<file path="src/rtl/seg_scan_ctrl.sv">
// Eight-digit seven-segment scan controller: holds one hex value per digit and
// steps the digit select through 0..7, holding each digit for REFRESH_DIV cycles.
module seg_scan_ctrl #(
  parameter int unsigned REFRESH_DIV = 100000
) (
  input  logic       clk,
  input  logic       rst_n,
  input  logic       wr_en,
  input  logic [2:0] wr_addr,
  input  logic [3:0] wr_data,
  input  logic       clr,
  input  logic [7:0] digit_en,
  output logic [2:0] sel,
  output logic [3:0] num,
  output logic       blank,
  output logic       scan_tick
);

  localparam int unsigned DW = (REFRESH_DIV > 1) ? $clog2(REFRESH_DIV) : 1;
  localparam logic [DW-1:0] DIV_LAST = DW'(REFRESH_DIV - 1);

  logic [DW-1:0] div_cnt;
  logic          advance;
  logic [3:0]    mem [8];

  assign advance = (div_cnt == DIV_LAST);

  // Prescaler and scan counter free-run; store writes and clr never touch them.
  always_ff @(posedge clk or negedge rst_n) begin
    if (!rst_n) begin
      div_cnt   <= '0;
      sel       <= '0;
      scan_tick <= 1'b0;
    end else begin
      scan_tick <= advance;
      if (advance) begin
        div_cnt <= '0;
        sel     <= sel + 3'd1;
      end else begin
        div_cnt <= div_cnt + 1'b1;
      end
    end
  end

  // clr takes priority over a same-cycle write.
  always_ff @(posedge clk or negedge rst_n) begin
    if (!rst_n) begin
      for (int unsigned i = 0; i < 8; i++) mem[i] <= '0;
    end else if (clr) begin
      for (int unsigned i = 0; i < 8; i++) mem[i] <= '0;
    end else if (wr_en) begin
      mem[wr_addr] <= wr_data;
    end
  end

  assign num   = mem[sel];
  assign blank = ~digit_en[sel];

endmodule
</file>
<file path="config.mk">
export PLATFORM = sky130hd
export DESIGN_NAME = seg_scan_ctrl
export DESIGN_NICKNAME = d
export VERILOG_FILES = /design/src/rtl/seg_scan_ctrl.sv
export SDC_FILE = /design/constraint.sdc
export NUM_CORES = 1
export LEC_CHECK = 0
export ABC_AREA = 1
export CAP_MARGIN = 5
export CORE_ASPECT_RATIO = 2
export CORE_UTILIZATION = 55
export CTS_CLUSTER_SIZE = 12
export DETAILED_ROUTE_END_ITERATION = 8
export PLACE_DENSITY = 0.77
export SLEW_MARGIN = 20
export SYNTH_ARGS = -nofsm -noshare
export SYNTH_HDL_FRONTEND = slang
export SYNTH_SLANG_ARGS = --single-unit
</file>
<file path="constraint.sdc">
create_clock -name clk -period 2 [get_ports clk]
set_input_delay 0.4 -clock clk [delete_from_list [all_inputs] [get_ports clk]]
set_output_delay 0.4 -clock clk [all_outputs]
set_load 0.02 [all_outputs]
</file>
; After elaboration in Yosys (flattened, before gate mapping)
; Cells that the tools add are included.
; Widths: inputs -> output; s select.
[totals]
reg_bits = 53
latchBits = 0
ramBits = 0
romBits = 0
inputBits = 19
out_inout_bits = 9
word_cells = 34
memories = 0
[classes]
addsub = 2
n_mul = 0
div = 0
magnitude_cmp = 4
n_eq_ne = 1
shifts = 0
muxes = 11
bitwise = 3
reduce_logical = 2
[ops]
columns = op, count
row1 = $mux 32, 2
row2 = $bwmux 32, 1
row3 = $add 17x1->17 const B, 1
row4 = $eq 17x17->1 const B, 1
row5 = $mux 17, 1
row6 = $bmux 4 s3, 1
row7 = $demux 4 s3, 1
row8 = $mux 4, 3
row9 = $ge 4x4->1 const B, 2
row10 = $not 3->4, 2
row11 = $lt 3x4->1 const B, 1
row12 = $lt 4x1->1 const B, 1
row13 = $add 3x1->3 const B, 1
row14 = $bmux 1 s3, 1
row15 = $reduce_bool 2->1, 1
row16 = $logic_and 1x1->1, 1
row17 = $mux 1, 1
row18 = $not 1->1, 1

; Depth between registers and ports, before layout
[depth]
word_depth = 8
depth_mapped = 8
ltp_nobuf = 7

; Least setup slack after synthesis
; No wires, ideal clock.
[synth_timing]
path_kind = register to output
from = register sel[1]
to = output blank
t_arrival_ns = 1.336
t_required_ns = 1.600
slack_ns = 0.264
stages_incl_launch_ff = 5
path_buffers = 0
path_cell_list = dfrtp_1 -> clkinv_1 -> a21oi_1 -> a21oi_1 -> a21oi_1
[synth_between]
elab_chain_len = 3
[synth_rtl]
columns = element, line
row1 = from (decl), 13  ; output logic [2:0] sel,
row2 = from (signal assigned), 38  ; sel <= sel + 3'd1;
row3 = $bmux 1 s3, 57  ; assign blank = ~digit_en[sel];
row4 = $mux 1 (not written as such), 57
row5 = $not 1->1, 57
row6 = to (decl), 15  ; output logic blank,
; No other way between the ends. The select of a mux whose other input is x is not followed.

; Worst setup path after layout
[layout_timing]
from = register sel[2]
to = output sel[2]
; No word-level cell between the ends.

==> impl_metrics.json <==
{
  "status": "finished clean",
  "clockBufferDepth": 2,
  "dp_hpwl_mm": 4.91,
  "crit_type": "flip-flop to primary output",
  "setup_ws_ns": 0.0747,
  "dr_total_vias": 2501,
  "end_kind": "primary output",
  "core-area_um2": 4860,
  "htree_levels": 2,
  "synth.most_common_cell": "nand2_1",
  "yosys-top-cells-count": "82 x nand2_1, 53 x dfrtp_1, 51 x inv_1",
  "die_area_um2": 5350,
  "cp_max_fo": 9,
  "antenna_cells": 0,
  "p_seq_frac": 0.597,
  "yosysTopAreaCell": "dfrtp_1",
  "die_y_um": 102,
  "holdCritPathClass": "primary input to async pin",
  "worst_pin_slew_ns": 0.657,
  "required_ns": 1.60,
  "antenna_found_initial": 0,
  "final.setup_skew_ns": 0.0105,
  "dp_slack_ns": -0.178,
  "cp-startpoint": "sel[2]",
  "final_util": 0.663,
  "grt_pass1_vias": 2567,
  "synth_flop_cell": "dfrtp_1",
  "ant_nets": 0,
  "drt_first_pass_iters": 4,
  "nets": 412,
  "ys_warn_count": 0,
  "p_leak_nw": 1.58,
  "area_growth_pct": 16.2,
  "reg2reg_from": "div_cnt[1]",
  "ys_seq_area_frac": 0.478,
  "switching_share": 0.245,
  "critPathBufInv": 1,
  "cts_sinks": 53,
  "clk_latency_ns": 0.31,
  "drcViolationCount": 0,
  "start_util": 0.571,
  "critical_path.max_stage_delay_ns": 0.68,
  "synth_edf_count": 0,
  "drive_gt1_frac": 0.0969,
  "fmax_ghz": 0.519,
  "cts_tree": "done",
  "p_per_area_nw_per_um2": 565,
  "synth.area.top_cells": "dfrtp_1 48%, nand2_1 11%, inv_1 6.9%",
  "slew_headroom": 0.562,
  "rsz0062_at_grt": "false",
  "syn_avg_cell_area_um2": 7.78,
  "vias_per_cell": 5.57,
  "crit_chain": "clkdlybuf4s50_1",
  "fin_crit_sh": 0.963,
  "die_x_um": 52.2,
  "fp-row-count": 36,
  "setup_viol": 0,
  "gp_congestion": 0.817,
  "synth_top_area_share": 0.478,
  "grt_max_degree": 54,
  "grt_remaining_overflow": 0,
  "drv_cap": 0,
  "ys_types": 26,
  "power_switching_mw": 0.446,
  "crit_family": "buffers and inverters",
  "drt_iter0_drc": 53,
  "final-max-slew-violation-count": 0,
  "yosys_register_bits": 53,
  "hold_viol_final": 0,
  "arrival_ns": 1.53,
  "clkPwrFrac": 0.329,
  "post_drt_wl_per_cell_um": 14.6,
  "p_int_mw": 1.38,
  "combPwrFrac": 0.074,
  "cp-start-kind": "flip-flop",
  "clk_pin_slew_worst_paths_ns": 0.10,
  "port_buffers": 27,
  "synthArstFlopShare": 1.00,
  "syn-num-nets": 378,
  "cp_slowest_cell": "clkdlybuf4s50_1",
  "cts_hold_buf": 0,
  "grt_usage": 0.276,
  "cts_root_buf": "clkbuf_8",
  "vdd_drop_max_mv": 0.517,
  "cts_buffers": 5,
  "io_pins": 28,
  "period_needed_ns": 1.93,
  "netlist_area_um2": 2780,
  "n_fill_cell": 429,
  "totalWireLength_mm": 6.54,
  "grt_pass1_wl_mm": 10.9,
  "syn_inst": 357
}
==> placed cells by master (no fill, tap or decap), types with 5 or more instances in the layout <==
cell type / synthesis / layout
nand2_1: 82 / 82
dfrtp_1: 53 / 52
inv_1: 51 / 50
o21ai_0: 34 / 32
nand3_1: 26 / 26
nor2_1: 25 / 25
a21oi_1: 22 / 21
clkdlybuf4s50_1: 0 / 21
o22ai_1: 16 / 16
nand4_1: 15 / 15
buf_4: 1 / 12
xor2_1: 5 / 5
clkbuf_8: 0 / 5
==> registers in the layout, summed over array words and instances (netlist names) <==
register / flops
sel: 3
scan_tick: 1
mem: 32
div_cnt: 17
==> path summary, 6_finish.rpt <==
| path | cells after the start | slack (ns) | endpoint |
|---|---|---|---|
| min in group clk | 2 | 0.52 | mem[30] |
| hold reg to reg | 2 | 0.52 | mem[30] |
| max in group asynchronous | 2 | 1.33 | sel[0] |
| setup / recovery | 1 | 0.07 | sel[2] |
| hold / removal | 2 | 0.20 | mem[22] |
| setup reg to reg | 6 | 0.47 | div_cnt[9] |
==> what timing repair did <==
action | in CTS | in global routing
buffers inserted | 0 | 0
hold endpoints to repair | 0 | 0
endpoints found under the setup margin | 5 | 6
cloned | 0 | 0
resized for setup | 20 | 9
==> stage by stage <==
| stage | hold WS (ns) | power, mW | area (um^2) | setup TNS, ns | cells |
|---|---|---|---|---|---|
| finish | 0.198 | 1.82 | 3230 | 0 | 449 |
| global route | 0.256 | 1.88 | 3230 | 0 | 449 |
| CTS | 0.222 | 1.83 | 3220 | 0 | 449 |
| detailed placement | 0.499 | 1.25 | 3150 | -0.451 | 441 |
| global placement | 0.490 | 1.24 | 3150 | -0.238 | 441 |
| floorplan | 0.104 | 1.16 | 2780 | 0 | 357 |
==> metal layers <==
| metal | share of wire | vias to the layer above | track usage |
|---|---|---|---|
| met3 | 0.026 | 30 | 0.0432 |
| met4 | 0.054 | 0 | 0.184 |
| li1 | - | 1240 | - |
| met5 | 0 | - | 0 |
| met2 | 0.55 | 61 | 0.528 |
| met1 | 0.37 | 1170 | 0.250 |
==> power by group through the flow <==
| stage | sequential [mW] | clock, mW | combinational, mW |
|---|---|---|---|
| finish | 1.09 | 0.600 | 0.136 |
| floorplan | 1.11 | 0 | 0.0528 |
| detailed placement | 1.11 | 0 | 0.136 |
| CTS | 1.09 | 0.601 | 0.135 |
| global placement | 1.11 | 0 | 0.135 |
| global route | 1.09 | 0.643 | 0.149 |
==> layout make-up <==
class | instances | area [um^2] | area share
flip-flops and latches | 53 | 1330 | 0.411
multi-input cells | 240 | 1190 | 0.368
repair buffers | 37 | 350 | 0.109
inverters | 54 | 204 | 0.0632
well taps | 57 | 71.3 | 0.0221
clock buffers | 5 | 68.8 | 0.0213
clock inverters | 3 | 17.5 | 0.00543
==> cells by family (layout without fill, tap and decap cells) <==
logic type	count (synthesis)	in the layout	synth area share
simple gates	159	159	0.259
flops	53	53	0.478
xor+xnor	5	5	0.0158
compound gates	74	74	0.142
fa+ha+maj	2	2	0.00901
buf+inv	64	99	0.0960
Power figures use the tool's default switching activity.
